[src/rtl/motion_sequencer_pkg.sv]
// motion_sequencer_pkg: motion codes, FSM state type and op validity check
package motion_sequencer_pkg;
  localparam logic [2:0] MOT_FWD     = 3'b000;
  localparam logic [2:0] MOT_RIGHT   = 3'b001;
  localparam logic [2:0] MOT_LEFT    = 3'b010;
  localparam logic [2:0] MOT_STOP    = 3'b011;
  localparam logic [2:0] MOT_TURN180 = 3'b100;
  localparam logic [2:0] MOT_REV     = 3'b101;
  typedef enum logic [1:0] {IDLE, RUN, BRAKE} state_t;
  function automatic logic op_valid(input logic [2:0] op);
    return op <= MOT_REV;
  endfunction
endpackage

[src/rtl/motion_sequencer_tick_prescaler.sv]
// tick_prescaler: free-running 0..TICK_DIV-1 counter with tick on the last count
module tick_prescaler #(
  parameter int TICK_DIV = 100000
) (
  input  logic clk,
  input  logic rst,
  input  logic clr,
  output logic tick
);
  localparam int CW = $clog2(TICK_DIV);
  localparam logic [CW-1:0] LAST = CW'(TICK_DIV - 1);
  logic [CW-1:0] cnt;
  assign tick = cnt == LAST;
  always_ff @(posedge clk or posedge rst)
    if (rst) cnt <= '0;
    else cnt <= (clr || tick) ? '0 : cnt + 1'b1;
endmodule

[src/rtl/motion_sequencer.sv]
// motion_sequencer: timed maneuver sequencer with forced brake interval and abort handling
module motion_sequencer
  import motion_sequencer_pkg::*;
#(
  parameter int TICK_DIV    = 100000,
  parameter int DUR_W       = 16,
  parameter int BRAKE_TICKS = 50
) (
  input  logic             clk,
  input  logic             rst,
  input  logic             cmd_valid,
  output logic             cmd_ready,
  input  logic [2:0]       cmd_op,
  input  logic [DUR_W-1:0] cmd_dur,
  input  logic             obstacle,
  input  logic             stop_req,
  output logic [2:0]       motor_state,
  output logic             busy,
  output logic             done,
  output logic             done_aborted,
  output logic             err
);
  localparam int BW = BRAKE_TICKS > 1 ? $clog2(BRAKE_TICKS) : 1;
  localparam logic [BW-1:0] BRK_LAST = BW'(BRAKE_TICKS > 0 ? BRAKE_TICKS - 1 : 0);
  state_t state;
  logic [DUR_W-1:0] dur_cnt;
  logic [BW-1:0] brk_cnt;
  logic aborted, tick, accept, abort, expire, clr;
  assign accept = state == IDLE && cmd_valid && cmd_ready && op_valid(cmd_op);
  assign abort  = stop_req || (obstacle && motor_state == MOT_FWD);
  assign expire = tick && dur_cnt == DUR_W'(1);
  // restart the tick phase so RUN and BRAKE last whole multiples of TICK_DIV
  assign clr    = accept || (state == RUN && (abort || expire));
  tick_prescaler #(.TICK_DIV(TICK_DIV)) u_presc (
    .clk (clk),
    .rst (rst),
    .clr (clr),
    .tick(tick)
  );
  always_ff @(posedge clk or posedge rst)
    if (rst) begin
      state        <= IDLE;
      motor_state  <= MOT_STOP;
      cmd_ready    <= 1'b0;
      busy         <= 1'b0;
      done         <= 1'b0;
      done_aborted <= 1'b0;
      err          <= 1'b0;
      dur_cnt      <= '0;
      brk_cnt      <= '0;
      aborted      <= 1'b0;
    end else begin
      done         <= 1'b0;
      done_aborted <= 1'b0;
      err          <= 1'b0;
      case (state)
        IDLE: begin
          cmd_ready   <= 1'b1;
          motor_state <= MOT_STOP;
          busy        <= 1'b0;
          if (accept) begin
            state       <= RUN;
            motor_state <= cmd_op;
            dur_cnt     <= cmd_dur;
            cmd_ready   <= 1'b0;
            busy        <= 1'b1;
            aborted     <= 1'b0;
          end else if (cmd_valid && cmd_ready) err <= 1'b1;
        end
        RUN:
          if (abort || expire) begin
            aborted     <= abort;
            motor_state <= MOT_STOP;
            brk_cnt     <= '0;
            if (BRAKE_TICKS == 0) begin
              state        <= IDLE;
              done         <= 1'b1;
              done_aborted <= abort;
              cmd_ready    <= 1'b1;
              busy         <= 1'b0;
            end else state <= BRAKE;
          end else if (tick && dur_cnt != '0) dur_cnt <= dur_cnt - 1'b1;
        BRAKE:
          if (tick) begin
            if (brk_cnt == BRK_LAST) begin
              state        <= IDLE;
              done         <= 1'b1;
              done_aborted <= aborted;
              cmd_ready    <= 1'b1;
              busy         <= 1'b0;
            end else brk_cnt <= brk_cnt + 1'b1;
          end
        default: state <= IDLE;
      endcase
    end
endmodule

[config.mk]
export PLATFORM = sky130hd
export DESIGN_NAME = motion_sequencer
export DESIGN_NICKNAME = d
export VERILOG_FILES = /design/src/rtl/motion_sequencer_pkg.sv /design/src/rtl/motion_sequencer_tick_prescaler.sv /design/src/rtl/motion_sequencer.sv
export SDC_FILE = /design/constraint.sdc
export NUM_CORES = 1
export LEC_CHECK = 0
export CORE_ASPECT_RATIO = 0.75
export CORE_UTILIZATION = 50
export CTS_CLUSTER_SIZE = 28
export DETAILED_ROUTE_END_ITERATION = 8
export GPL_ROUTABILITY_DRIVEN = 0
export PLACE_DENSITY = 0.87
export SYNTH_ARGS = -nofsm -noshare
export SYNTH_HDL_FRONTEND = slang
export SYNTH_SLANG_ARGS = --single-unit
[constraint.sdc]
create_clock -name clk -period 2 [get_ports clk]
set_input_delay 0.4 -clock clk [delete_from_list [all_inputs] [get_ports clk]]
set_output_delay 0.4 -clock clk [all_outputs]
set_load 0.01 [all_outputs]
==> impl_summary.txt <==
----------------------------------------------------
[Setup path]
  Setup CP Type ... reg2reg
  CP Data Required Time ... 2.21 ns
  Endpoint class of the critical path ... flop
  Worst Setup Start Kind ... flop
  Critical Path Fanout Max ... 3
  Worst EP arrival ... 2.25 ns
  Worst reg-to-reg path cell count ... 6

[Pwr]
  Power density over the cells ... 527.3 nW/um2
  Static leakage ... 1.543 nW
  Overall power of the completed layout ... 0.001865 W
  Largest voltage drop on the vdd net ... 0.3573 mV

[Yosys]
  Sequential fraction of the synthesis area ... 47.49%
  Yosys cell types ... 43
  Number of nets produced by synthesis ... 323
  Per-instance average area after synthesis ... 9.010 um2
  Flip-flop and latch count after synthesis ... 50
  Cell count after synthesis ... 293
  Synth warnings ... 0
  Post-synth EDFFs ... 0
  Mapped cell area ... 2640 um2
  Primary FF master, synth ... dfrtp_1
  Async set-or-reset flop fraction in the synthesized netlist ... 100.0%

[Global route]
  Vias in the first global route ... 2355
  Congestion Overflow GR ... 0
  Initial antenna violation count ... 0
  Total track usage ... 25.40%
  Wire length of the first global-routing pass ... 10960 um
  Largest net degree at the start of global routing ... 51

[Cells and area]
  Non-filler cells in the finished layout ... 433
  Area of all placed cells without fillers ... 3537 um2
  Layout cells sized above 1 ... 21.61%
  Nets ... 390
  Synthesis-to-layout area growth ... 33.98%
  Antenna Diode Count ... 0
  Fillers ... 331

[Route]
  Via count ... 2510
  Number of remaining DRC errors ... 0
  DR WL/cell ... 16.23 um
  Number of optimization iterations in the first detailed-route pass ... 6
  Total wire length ... 7028 um
  Via density per instance ... 5.797
  Post-detailed-route count of antenna-violating nets ... 0
  Starting DRT DRC Count ... 268

[STA]
  Post-layout worst setup margin ... -0.04466 ns
  Clock period minus worst slack ... 2.045 ns
  Worst slew slack as a fraction of its limit ... 63.51%
  Endpoints failing setup ... 1
  Worst setup skew after layout ... 0.01512 ns
  Max frequency ... 489.1 MHz
  Unrepaired setup endpoints after global routing ... true
  Hold_ws ... 0.4305 ns
  Period utilisation layout ... 102.2%
  Worst slew pin tran ... 0.5431 ns
  Total count of hold-check failures in the final report ... 0
  Final Max Slew Viols ... 0
  Post-Route Setup TNS ... -0.04466 ns

[Clock tree]
  Bufs on Longest Clock Path ... 2
  Library cell used as clock root buffer ... clkbuf_8
  Sinks on Clock Net ... 50
  Number of clock buffers inserted by TritonCTS ... 5
  CTS Hold Bufs ... 0
  Worst-path clk slew ... 0.10 ns
  CTS tree ... yes
  CTS H-tree depth ... 2
  Clk Latency, worst-skew pair ... 0.31 ns

[Die]
  I/O pin count ... 32
  Die area ... 5578 um2
  Starting density of the core ... 52.99%
  Placeable core region ... 4982 um2
  Width of the die ... 85.91 um
  Die extent in y ... 64.93 um
  Core Rows ... 22

[Outcome]
  Violated checks ... negative setup slack
  Result of the run ... complete, but fails checks

[Hold path]
  Worst min-delay path category ... in2async

[Place]
  Area after detailed placement ... 3268 um2
  Buffers on Ports ... 31
  Placed Cells ... 418
  DP Wirelength ... 4649 um

[Job]
  Max-cap violations ... 0

----------------------------------------------------
==> registers in the layout, indices dropped and copies added, names as in the netlist <==
name / flops
aborted: 1
brk_cnt: 6
busy: 1
cmd_ready: 1
done: 1
done_aborted: 1
dur_cnt: 16
err: 1
motor_state: 3
state: 2
u_presc.cnt: 17
==> synthesized netlist by cell type (3+ instances only) <==
library cell,n,share of area [%]
xnor2_1,5,1.7
a22oi_1,6,1.7
nand4_1,9,2.1
dfrtp_1,48,45
a31oi_1,5,1.2
o21ai_0,37,7.0
nor2_1,48,6.8
and2_1,3,0.71
nand3_1,16,3.0
inv_1,9,1.3
o21a_1,3,0.85
clkbuf_1,10,1.4
ha_1,6,2.8
and4_1,3,1.0
nor3_1,10,1.9
nand2_1,18,2.6
a21oi_1,14,2.7
or3_1,3,0.71
xor2_1,10,3.3
==> cell type report <==
class | count | area (um2) | share of cell area (%)
Sequential cell | 50 | 1259 | 35.59
Clock buffer | 6 | 82.58 | 2.335
Clock inverter | 2 | 38.79 | 1.097
Inverter | 9 | 33.78 | 0.9551
Tap cell | 72 | 90.09 | 2.547
Timing Repair Buffer | 73 | 654.4 | 18.50
Multi-Input combinational cell | 221 | 1379 | 38.98
==> cell usage in the layout (no fill, tap or decap), types with 2 or more instances in the layout <==
cell              n
nand4_1           9
inv_1             8
and2_1            3
o21ai_1          10
nor2b_1           2
and4_4            3
a31oi_1           5
nand3_1          15
a21oi_1          12
or3_4             3
nand2b_1          2
dfrtp_1          44
o21a_1            3
nor4b_4           2
dfstp_2           2
nor4_4            2
ha_1              5
buf_4            39
o21ai_0          27
clkdlybuf4s50_1  31
clkbuf_8          6
xor2_1           10
a22oi_1           6
nor2_1           48
nor3_1           10
a32oi_1           2
a21oi_2           2
xnor2_1           5
buf_12            2
dfrtp_2           4
nand2_1          18
==> stage by stage <==
step | setup slack [ns] | utilization [%]
after floorplan | 0.03876 | -
after global placement | -0.03085 | 65.60
after detailed placement | -0.05737 | 65.60
after CTS | -0.01177 | 68.66
after global routing | -0.08977 | 70.99
final | -0.04466 | 70.99
==> per-layer routing <==
| metal | wire length [um] | GRT usage, % |
|---|---|---|
| met1 | 3016 | 34.83 |
| met2 | 3250 | 38.89 |
| met3 | 551 | 6.115 |
| met4 | 210 | 9.792 |
| met5 | 0 | 0 |
==> worst max-delay path: stages, from the launching register on <==
cell and delay, ns:
dfrtp_1 0.44, or3_4 0.42, or3_4 0.34, or3_4 0.35, o21a_1 0.19, o21ai_1 0.12, o21ai_1 0.07
==> where the power goes <==
group	internal [W]	switching, W
Combinational	0.0000510	0.0000358
Sequential	0.00101	0
Clock	0.000412	0.000356
Total	0.00147	0.000392
==> worst paths after layout <==
| kind | startpoint | endpoint | slack [ns] |
|---|---|---|---|
| min in group clk | brk_cnt[5]$_DFFE_PP0P_ | brk_cnt[5]$_DFFE_PP0P_ | 0.50 |
| max in group asynchronous | rst | motor_state[1]$_DFFE_PP1P_ | 1.26 |
| setup / recovery | dur_cnt[10]$_DFFE_PP0P_ | dur_cnt[15]$_DFFE_PP0P_ | -0.04 |
| hold / removal | rst | u_presc.cnt[15]$_DFF_PP0_ | 0.43 |
| setup reg to reg | dur_cnt[10]$_DFFE_PP0P_ | dur_cnt[15]$_DFFE_PP0P_ | -0.04 |
| hold reg to reg | brk_cnt[5]$_DFFE_PP0P_ | brk_cnt[5]$_DFFE_PP0P_ | 0.50 |
==> timing repair <==
action / in CTS / in global routing
gates resized for setup: 10 / 23
buffers inserted: 0 / 7
setup endpoints to repair: 15 / 20
pin swaps: 0 / 6
==> cell families after synthesis <==
logic type,Yosys count,synth area share (%)
AOI/OAI and AO/OA,76,16.83
xor gates and xnor gates,15,4.976
adders and majority gates,6,2.844
DFF,50,47.49
buffers and inverters,22,3.744
and+or+nand+nor,124,24.12
Note: power is estimated with default switching activity, not from simulation.
